--- config.mk ---
export PLATFORM = sky130hd
export DESIGN_NAME = client_grant_arb
export DESIGN_NICKNAME = d
export VERILOG_FILES = /design/src/rtl/client_grant_arb_pkg.sv /design/src/rtl/client_grant_arb_prio_pick.sv /design/src/rtl/client_grant_arb.sv
export SDC_FILE = /design/constraint.sdc
export NUM_CORES = 1
export LEC_CHECK = 0
export CORE_MARGIN = 2
export CORE_UTILIZATION = 50
export CTS_BUF_LIST = sky130_fd_sc_hd__clkbuf_4
export DETAILED_ROUTE_END_ITERATION = 10
export GPL_TIMING_DRIVEN = 0
export PLACE_DENSITY = 0.83
export SYNTH_ARGS = -nofsm -noshare
export SYNTH_HDL_FRONTEND = slang
export SYNTH_SLANG_ARGS = --single-unit
export TNS_END_PERCENT = 20
--- constraint.sdc ---
create_clock -name clk -period 2.65 [get_ports clk]
set_clock_uncertainty 0.05 [all_clocks]
set_input_delay 0.265 -clock clk [delete_from_list [all_inputs] [get_ports clk]]
set_output_delay 0.265 -clock clk [all_outputs]
set_load 0.05 [all_outputs]
--- src/rtl/client_grant_arb_pkg.sv ---
// Shared types and constants for the memory arbiter slice: control register,
// FSM encodings, arbitration modes and small index helpers.
package client_grant_arb_pkg;

  localparam int MEM_ARB_CLIENTS_P = 3;
  localparam int CLIENTS_BWIDTH_P  = $clog2(MEM_ARB_CLIENTS_P);

  localparam logic [1:0] ARB_MODE_STATIC = 2'd0;
  localparam logic [1:0] ARB_MODE_DYN    = 2'd1;
  localparam logic [1:0] ARB_MODE_RR     = 2'd2;

  typedef struct packed {
    logic [1:0] mode;
  } ctrl_reg_t;

  typedef enum logic [1:0] {
    SORT_IDLE,
    SORT_RUN,
    SORT_DONE
  } sorter_states_t;

  typedef enum logic [1:0] {
    ARB_IDLE,
    ARB_REQ,
    ARB_RSP
  } arb_states_t;

  function automatic logic [MEM_ARB_CLIENTS_P-1:0] id_to_onehot(
    input logic [CLIENTS_BWIDTH_P-1:0] id
  );
    id_to_onehot     = '0;
    id_to_onehot[id] = 1'b1;
  endfunction

  function automatic logic [CLIENTS_BWIDTH_P-1:0] next_rr(
    input logic [CLIENTS_BWIDTH_P-1:0] id
  );
    if (id == CLIENTS_BWIDTH_P'(MEM_ARB_CLIENTS_P - 1))
      next_rr = '0;
    else
      next_rr = id + CLIENTS_BWIDTH_P'(1);
  endfunction

endpackage

--- src/rtl/client_grant_arb_prio_pick.sv ---
// Combinational winner selection: ordered priority list (with lowest-index
// fallback) or round-robin search starting at rr_ptr.
module prio_pick
  import client_grant_arb_pkg::*;
(
  input  logic [MEM_ARB_CLIENTS_P-1:0]                       req,
  input  logic [MEM_ARB_CLIENTS_P-1:0][CLIENTS_BWIDTH_P-1:0] cand,
  input  logic [CLIENTS_BWIDTH_P-1:0]                        rr_ptr,
  input  logic [1:0]                                         mode,
  output logic [CLIENTS_BWIDTH_P-1:0]                        winner,
  output logic                                               found
);

  logic [MEM_ARB_CLIENTS_P-1:0] seen;
  int                           rr_idx;

  always_comb begin
    // NOTE: every output and temporary gets a default first so no path leaves
    // a value unassigned, which would otherwise infer a latch.
    winner = '0;
    found  = 1'b0;
    seen   = '0;
    rr_idx = 0;

    if (mode == ARB_MODE_RR) begin
      for (int off = 0; off < MEM_ARB_CLIENTS_P; off++) begin
        rr_idx = (int'(rr_ptr) + off) % MEM_ARB_CLIENTS_P;
        if (!found && req[rr_idx]) begin
          winner = CLIENTS_BWIDTH_P'(rr_idx);
          found  = 1'b1;
        end
      end
    end else begin
      // Out-of-range and repeated list entries are skipped.
      for (int i = 0; i < MEM_ARB_CLIENTS_P; i++) begin
        if (int'(cand[i]) < MEM_ARB_CLIENTS_P && !seen[cand[i]]) begin
          seen[cand[i]] = 1'b1;
          if (!found && req[cand[i]]) begin
            winner = cand[i];
            found  = 1'b1;
          end
        end
      end
    end

    for (int i = 0; i < MEM_ARB_CLIENTS_P; i++) begin
      if (!found && req[i]) begin
        winner = CLIENTS_BWIDTH_P'(i);
        found  = 1'b1;
      end
    end
  end

endmodule

--- src/rtl/client_grant_arb.sv ---
// Grants one client at a time and runs the memory valid/ready + response
// handshake for it; the grant is held until the response returns.
module client_grant_arb
  import client_grant_arb_pkg::*;
(
  input  logic                          clk,
  input  logic                          rst,
  input  ctrl_reg_t                     ctrl,
  input  logic [CLIENTS_BWIDTH_P-1:0]   prio_list0,
  input  logic [CLIENTS_BWIDTH_P-1:0]   prio_list1,
  input  logic [CLIENTS_BWIDTH_P-1:0]   prio_list2,
  input  logic [MEM_ARB_CLIENTS_P-1:0]  client_req,
  output logic [MEM_ARB_CLIENTS_P-1:0]  client_gnt,
  output logic [CLIENTS_BWIDTH_P-1:0]   gnt_id,
  output logic                          mem_valid,
  input  logic                          mem_ready,
  input  logic                          mem_rsp_valid,
  output logic [MEM_ARB_CLIENTS_P-1:0]  client_done,
  output logic                          busy
);

  arb_states_t                   state;
  logic [CLIENTS_BWIDTH_P-1:0]   rr_ptr;
  logic [CLIENTS_BWIDTH_P-1:0]   winner;
  logic                          found;

  prio_pick u_pick (
    .req    (client_req),
    .cand   ({prio_list2, prio_list1, prio_list0}),
    .rr_ptr (rr_ptr),
    .mode   (ctrl.mode),
    .winner (winner),
    .found  (found)
  );

  // The pick only matters in ARB_IDLE, so lists and mode are effectively
  // sampled there and ignored for the rest of a transaction.
  always_ff @(posedge clk or posedge rst) begin
    // NOTE: sequential state uses non-blocking assignments only, so every
    // register sees the pre-edge values of the others.
    if (rst) begin
      state       <= ARB_IDLE;
      client_gnt  <= '0;
      gnt_id      <= '0;
      mem_valid   <= 1'b0;
      client_done <= '0;
      rr_ptr      <= '0;
    end else begin
      client_done <= '0;
      case (state)
        ARB_IDLE: begin
          if (found) begin
            client_gnt <= id_to_onehot(winner);
            gnt_id     <= winner;
            mem_valid  <= 1'b1;
            state      <= ARB_REQ;
            if (ctrl.mode == ARB_MODE_RR)
              rr_ptr <= next_rr(winner);
          end
        end
        ARB_REQ: begin
          if (mem_valid && mem_ready) begin
            mem_valid <= 1'b0;
            state     <= ARB_RSP;
          end
        end
        ARB_RSP: begin
          if (mem_rsp_valid) begin
            client_done <= client_gnt;
            client_gnt  <= '0;
            state       <= ARB_IDLE;
          end
        end
        default: begin
          client_gnt <= '0;
          mem_valid  <= 1'b0;
          state      <= ARB_IDLE;
        end
      endcase
    end
  end

  assign busy = (state != ARB_IDLE);

endmodule

# Word-level counts from Yosys, hierarchy flattened
# Index checks and enable logic that the tools add are counted.
# Widths: inputs -> output; s select.
[totals]
ff_bits = 13
input_bits = 15
out_inout_bits = 10
wordCells = 140
[classes]
add_sub_neg = 3
div_mod_pow = 3
n_lt_le_gt_ge = 13
eq_ne = 7
n_mux = 74
bitwise_logic = 3
n_reduce_logical = 31
[op_table]
columns = ["operator", "n"]
rows = [
  ["$lt 32x4->1 const B", 3],
  ["$mod 32x3->32 const B", 2],
  ["$mux 1", 34],
  ["$mux 2", 17],
  ["$mod 3x3->32 const B", 1],
  ["$mux 3", 8],
  ["$bmux 1 s2", 9],
  ["$logic_and 1x1->1", 14],
  ["$lt 2x3->1 const B", 4],
  ["$reduce_and 3->1", 4],
  ["$logic_not 1->1", 10],
  ["$pmux 3 s3", 1],
  ["$demux 1 s2", 3],
  ["$eq 2x2->1 const B", 3],
  ["$ge 2x1->1 const B", 3],
  ["$lt 2x2->1 const B", 3],
  ["$ne 2x2->1 const B", 3],
  ["$pmux 2 s3", 1],
  ["$add 2x1->3 const B", 1],
  ["$add 2x2->3 const B", 1],
  ["$or 3x3->3", 1],
  ["$pmux 1 s3", 1],
  ["$add 2x1->2 const B", 1],
  ["$eq 2x1->1 const B", 1],
  ["other kinds (4)", 5],
]

# Logic depth before layout (Yosys ltp)
[logic_depth]
depth_word = 33
depth_mapped = 9
mapped_depth_nobuf = 9

# Modules after synthesis
# Synthesis repeated with hierarchy kept, for this count alone.
[hier_totals]
cells_unflattened = 124
area_unflattened_um2 = 1086.0
[modules_own_cells]
columns = ["mod", "instances", "cells_each", "area_each_um2", "seq_area_each_um2"]
rows = [
  ["client_grant_arb", 1, 46, 570.5, 325.3],
  ["prio_pick", 1, 78, 515.5, 0.0],
]

# Least setup slack after synthesis
# No wires, ideal clock.
[synth_path]
kind = "reg-to-reg"
from = "reg rr_ptr[0]"
to = "reg gnt_id[1]"
setup_ns = 0.125
t_arrival_ns = 1.865
required_ns = 2.475
path_slack_ns = 0.610
path_stages_with_launch = 10
path_buffers = 0
synth_period_minus_slack_ns = 2.040
path_cell_list = "dfrtp_1 > inv_1 > ha_1 > o32a_1 > o32ai_1 > a21oi_1 > nor2_1 > o21ai_1 > a21boi_2 > mux2_4"
[synth_between]
elab_chain_cells = 24
elab_cells_between_ends = 41
cone_classes = "add/sub (2); div (3); mux (25); reduce/logical (11)"
[synth_lines]
columns = ["item", "line_no", "text"]
rows = [
  ["from (decl)", "client_grant_arb.sv:23", "logic [CLIENTS_BWIDTH_P-1:0] rr_ptr;"],
  ["from (signal assigned)", "client_grant_arb.sv:58", "rr_ptr <= next_rr(winner);"],
  ["parallel branches: the longest is 24 deep, another holds $mod 32x3->32", "-", ""],
  ["to (signal assigned)", "client_grant_arb.sv:54", "gnt_id <= winner;"],
  ["to (decl)", "client_grant_arb.sv:14", "output logic [CLIENTS_BWIDTH_P-1:0] gnt_id,"],
]
# Parallel ways; which one is timed is not known. The select of a mux whose other input is x is not followed.
# A chain may end at the register's enable or synchronous reset.

# Worst setup path in the final report
[layout_path]
from = "in prio_list0[0]"
to = "reg gnt_id[1]"
[layout_between]
elab_chain_cells = 28
elab_cells_between_ends = 58
cone_classes = "order compare (3); mux (36); bitwise (1); reduce/logical (18)"
[layout_lines]
columns = ["item", "line_no", "text"]
rows = [
  ["from (decl)", "client_grant_arb.sv:9", "input logic [CLIENTS_BWIDTH_P-1:0] prio_list0,"],
  ["$lt 2x3->1 (implied by the code) (tied with other cells)", "client_grant_arb_prio_pick.sv:37", "seen[cand[i]] = 1'b1;"],
  ["$logic_and 1x1->1 (implied by the code) or $mux 1 (tied branches)", "client_grant_arb_prio_pick.sv:37, client_grant_arb_prio_pick.sv:36", ""],
  ["$mux 1 (implied by the code) or $logic_not 1->1 (tied branches)", "client_grant_arb_prio_pick.sv:37, client_grant_arb_prio_pick.sv:36", ""],
  ["$demux 1 s2 or $logic_and 1x1->1 (tied branches)", "-", ""],
  ["$mux 3", "client_grant_arb_prio_pick.sv:36", "if (int'(cand[i]) < MEM_ARB_CLIENTS_P && !seen[cand[i]]) begin"],
  ["$mux 3", "client_grant_arb_prio_pick.sv:25", "if (mode == ARB_MODE_RR) begin"],
  ["$bmux 1 s2", "client_grant_arb_prio_pick.sv:36", ""],
  ["$mux 1 (implied by the code)", "client_grant_arb_prio_pick.sv:36", ""],
  ["(+12 left out)", "-", ""],
  ["$mux 1", "client_grant_arb_prio_pick.sv:47", "if (!found && req[i]) begin"],
  ["$logic_not 1->1", "client_grant_arb_prio_pick.sv:47", ""],
  ["$logic_and 1x1->1", "client_grant_arb_prio_pick.sv:47", ""],
  ["$mux 1", "client_grant_arb_prio_pick.sv:47", ""],
  ["$logic_not 1->1", "client_grant_arb_prio_pick.sv:47", ""],
  ["$logic_and 1x1->1", "client_grant_arb_prio_pick.sv:47", ""],
  ["$mux 1", "client_grant_arb_prio_pick.sv:47", ""],
  ["$reduce_and 2->1 (no source line)", "-", ""],
]
# Parallel ways exist; a longest one is shown, timed or not. The select of a mux whose other input is x is not followed.

==> out/summary.txt <==
Least-Margin Pin Slew: 0.508 ns
Congestion Overflow GR: 0
Met1 Usage GRT: 0.230
GPL Wtd Cong: 0.808
Leakage: 0.546 nW
Drt via density: 5.71
CTS Sinks: 13
Worst setup margin: 0.458 ns
Ys async rst share: 1.00
Drt pass-1 iters: 4
Syn Inst Count: 109
Final net count: 155
Vias in the first global route: 943
Critical-path cell list: clkdlybuf4s50_1 -> nand2b_1 -> nand4b_1 -> a221oi_2 -> a211oi_2 -> o21ai_2 -> a21boi_2 -> mux2_4
Area contributors post-synth: dfrtp_1 (32%), and3b_1 (3.5%), a31oi_1 (3.1%)
Iter 0 DRT Violations: 15
Fin area: 1310 um^2
Endpoints failing setup: 0
Post-place setup slack: 0.192 ns
Longest Clk Path Bufs: 2
Post-DP Area: 1280 um^2
Largest net degree at the start of global routing: 14
Total Power: 1.15 mW
Worst EP arrival: 2.30 ns
CTS clk-pin slew, worst paths: 0.08 ns
CP Capture Type: register
Synth area leader: dfrtp_1
Final non-filler cell total: 164
R2R depth: 9
Tmin final: 2.19 ns
DRC Markers: 0
Family with the most delay on the worst path: compound AO/OA/AOI/OAI gates
Final ANT Viol Nets: 0
Yosys cell types: 47
PD cells: 877 nW/um^2
Final hold viol count: 0
RSZ-0062 raised after global routing: false
CP bufs+invs: 1
Post-synth EDFFs: 0
Core Rows: 16
Clock buffer count from CTS: 3
Final Core Density: 0.680
Mean area per synthesized cell: 9.19 um^2
CTS Hold Bufs: 0
Number of instances in the placed design: 160
Worst path slowest cell: clkdlybuf4s50_1
CTS tree: built
Area grow syn2layout: 30.3%
# diodes: 0
Data required, critical path: 2.76 ns
IO buf count: 24
CP max FO: 7
Hpwl dp: 1720 um
Fmax: 456 MHz
Synth top area share: 0.325
GR Util All Layers: 0.202
Synth cell count leaders: dfrtp_1 (13), nand2_1 (7), nor2_1 (6)
CP peak stage delay: 0.58 ns
Setup bufs post-CTS: 0
First-pass GRT wire length: 3870 um
Net count after synthesis: 126
H-tree depth: 1
CP startpoint kind: input pin
GR met2 Demand/Resource: 0.370
Crit path depth: 8
Post-Route WL: 2140 um
Seq/Total Area, Yosys: 0.325
Commonest register cell after synthesis: dfrtp_1
Die area: 2380 um^2
Synthesis-stage register bit count: 13
Outcome: finished clean
Mapped cell area: 1000 um^2
Starting Density: 0.521
Setup TNS Final: 0 ns
Die width: 48.8 um
Die Ht: 48.8 um
Post-cts resize count: 0
Yosys warning count: 0
Hold/Removal Path Class: in2async
Routed wire per std cell: 13.0 um
Most frequent cell after synthesis: dfrtp_1
I/O pins: 25
Core area: 1920 um^2
Fin crit share: 0.827
Vias post-DR: 937
Share of cells above drive strength 1: 0.153
Hold slack: 0.261 ns
Fill cells: 167
Initial antenna violation count: 0
Clk root buf: clkbuf_4
# Max-Cap Violations: 0
VDD IR-drop max: 0.598 mV
Final Slew Violations: 0
Slew headroom: 0.660
Worst-skew pair later-pin latency: 0.27 ns
M3 GR Usage: 0.0521
GR peak layer: met2
Kind of critical path: in2reg
## layout by cell type, fill, tap and decap left out, types with 2 or more instances in the layout
master           count
and2_1               3
a22o_1               2
nand2_1              7
clkbuf_4             4
nand3_1              2
o21ai_0              3
mux2_4               2
a21oi_1              3
buf_2                2
nor3_1               4
and3b_1              4
mux2i_1              2
inv_1                5
clkdlybuf4s50_1     24
nor2b_1              3
ha_1                 2
dfrtp_1             13
nor2_1               6
a31oi_1              5
o22ai_1              2
nand2b_1             4
o211ai_1             2
o21ai_1              3
o21a_1               2
nand4b_1             2
o31ai_1              2
and2b_2              2
## state kept, by name (all words and copies together), names as in the netlist
register and count:
client_gnt 3, gnt_id 2, client_done 3, rr_ptr 2, mem_valid 1, state 2
## path summary, 6_finish.rpt
kind	from	end	slack (ns)
setup / recovery	prio_list0[0]	gnt_id[1]$_DFFE_PP0P_	0.46
hold / removal	rst	client_done[0]$_DFF_PP0_	0.26
setup reg to reg	rr_ptr[0]$_DFFE_PP0P_	gnt_id[1]$_DFFE_PP0P_	0.47
hold reg to reg	gnt_id[0]$_DFFE_PP0P_	gnt_id[0]$_DFFE_PP0P_	0.45
max in group asynchronous	rst	client_done[2]$_DFF_PP0_	1.97
min in group clk	gnt_id[0]$_DFFE_PP0P_	gnt_id[0]$_DFFE_PP0P_	0.45
## cell families after synthesis
logic type / Yosys count / share of synthesized area
flops: 13 / 0.325
compound gates: 37 / 0.288
buf+inv: 8 / 0.0362
fa+ha+maj: 3 / 0.0350
xor+xnor: 1 / 0.00874
simple gates: 43 / 0.257
mux: 4 / 0.0499
## worst register-to-register path: stages (launching register included)
cell and delay, ns:
dfrtp_1 0.35, inv_1 0.06, ha_1 0.36, o32a_1 0.35, o32ai_1 0.12, a21oi_1 0.07
nor2_1 0.16, o21ai_1 0.08, a21boi_2 0.18, mux2_4 0.28
## per-layer routing
metal	routed length, um	vias to the layer above	part of all wire
met2	1120	30	0.52
li1	-	468	-
met4	0	0	0
met5	0	-	0
met1	924	439	0.43
met3	94	0	0.044
## layout make-up
type                            count  area [um^2]  share of cell area
Buffer                              3         17.5              0.0134
Clock buffer                        4         30.0              0.0230
Inverter                            5         18.8              0.0144
Multi-Input combinational cell     88          641               0.490
Sequential cell                    13          325               0.249
Tap cell                           27         33.8              0.0259
Timing Repair Buffer               24          240               0.184
## report_power, final
part | leakage (nW) | internal (mW) | total [mW] | switching, mW
sequential | 0.165 | 0.269 | 0.329 | 0.0601
clock | 0.0184 | 0.0684 | 0.130 | 0.0614
combinational | 0.363 | 0.282 | 0.687 | 0.405
total | 0.546 | 0.620 | 1.15 | 0.526
Power figures use the tool's default switching activity.
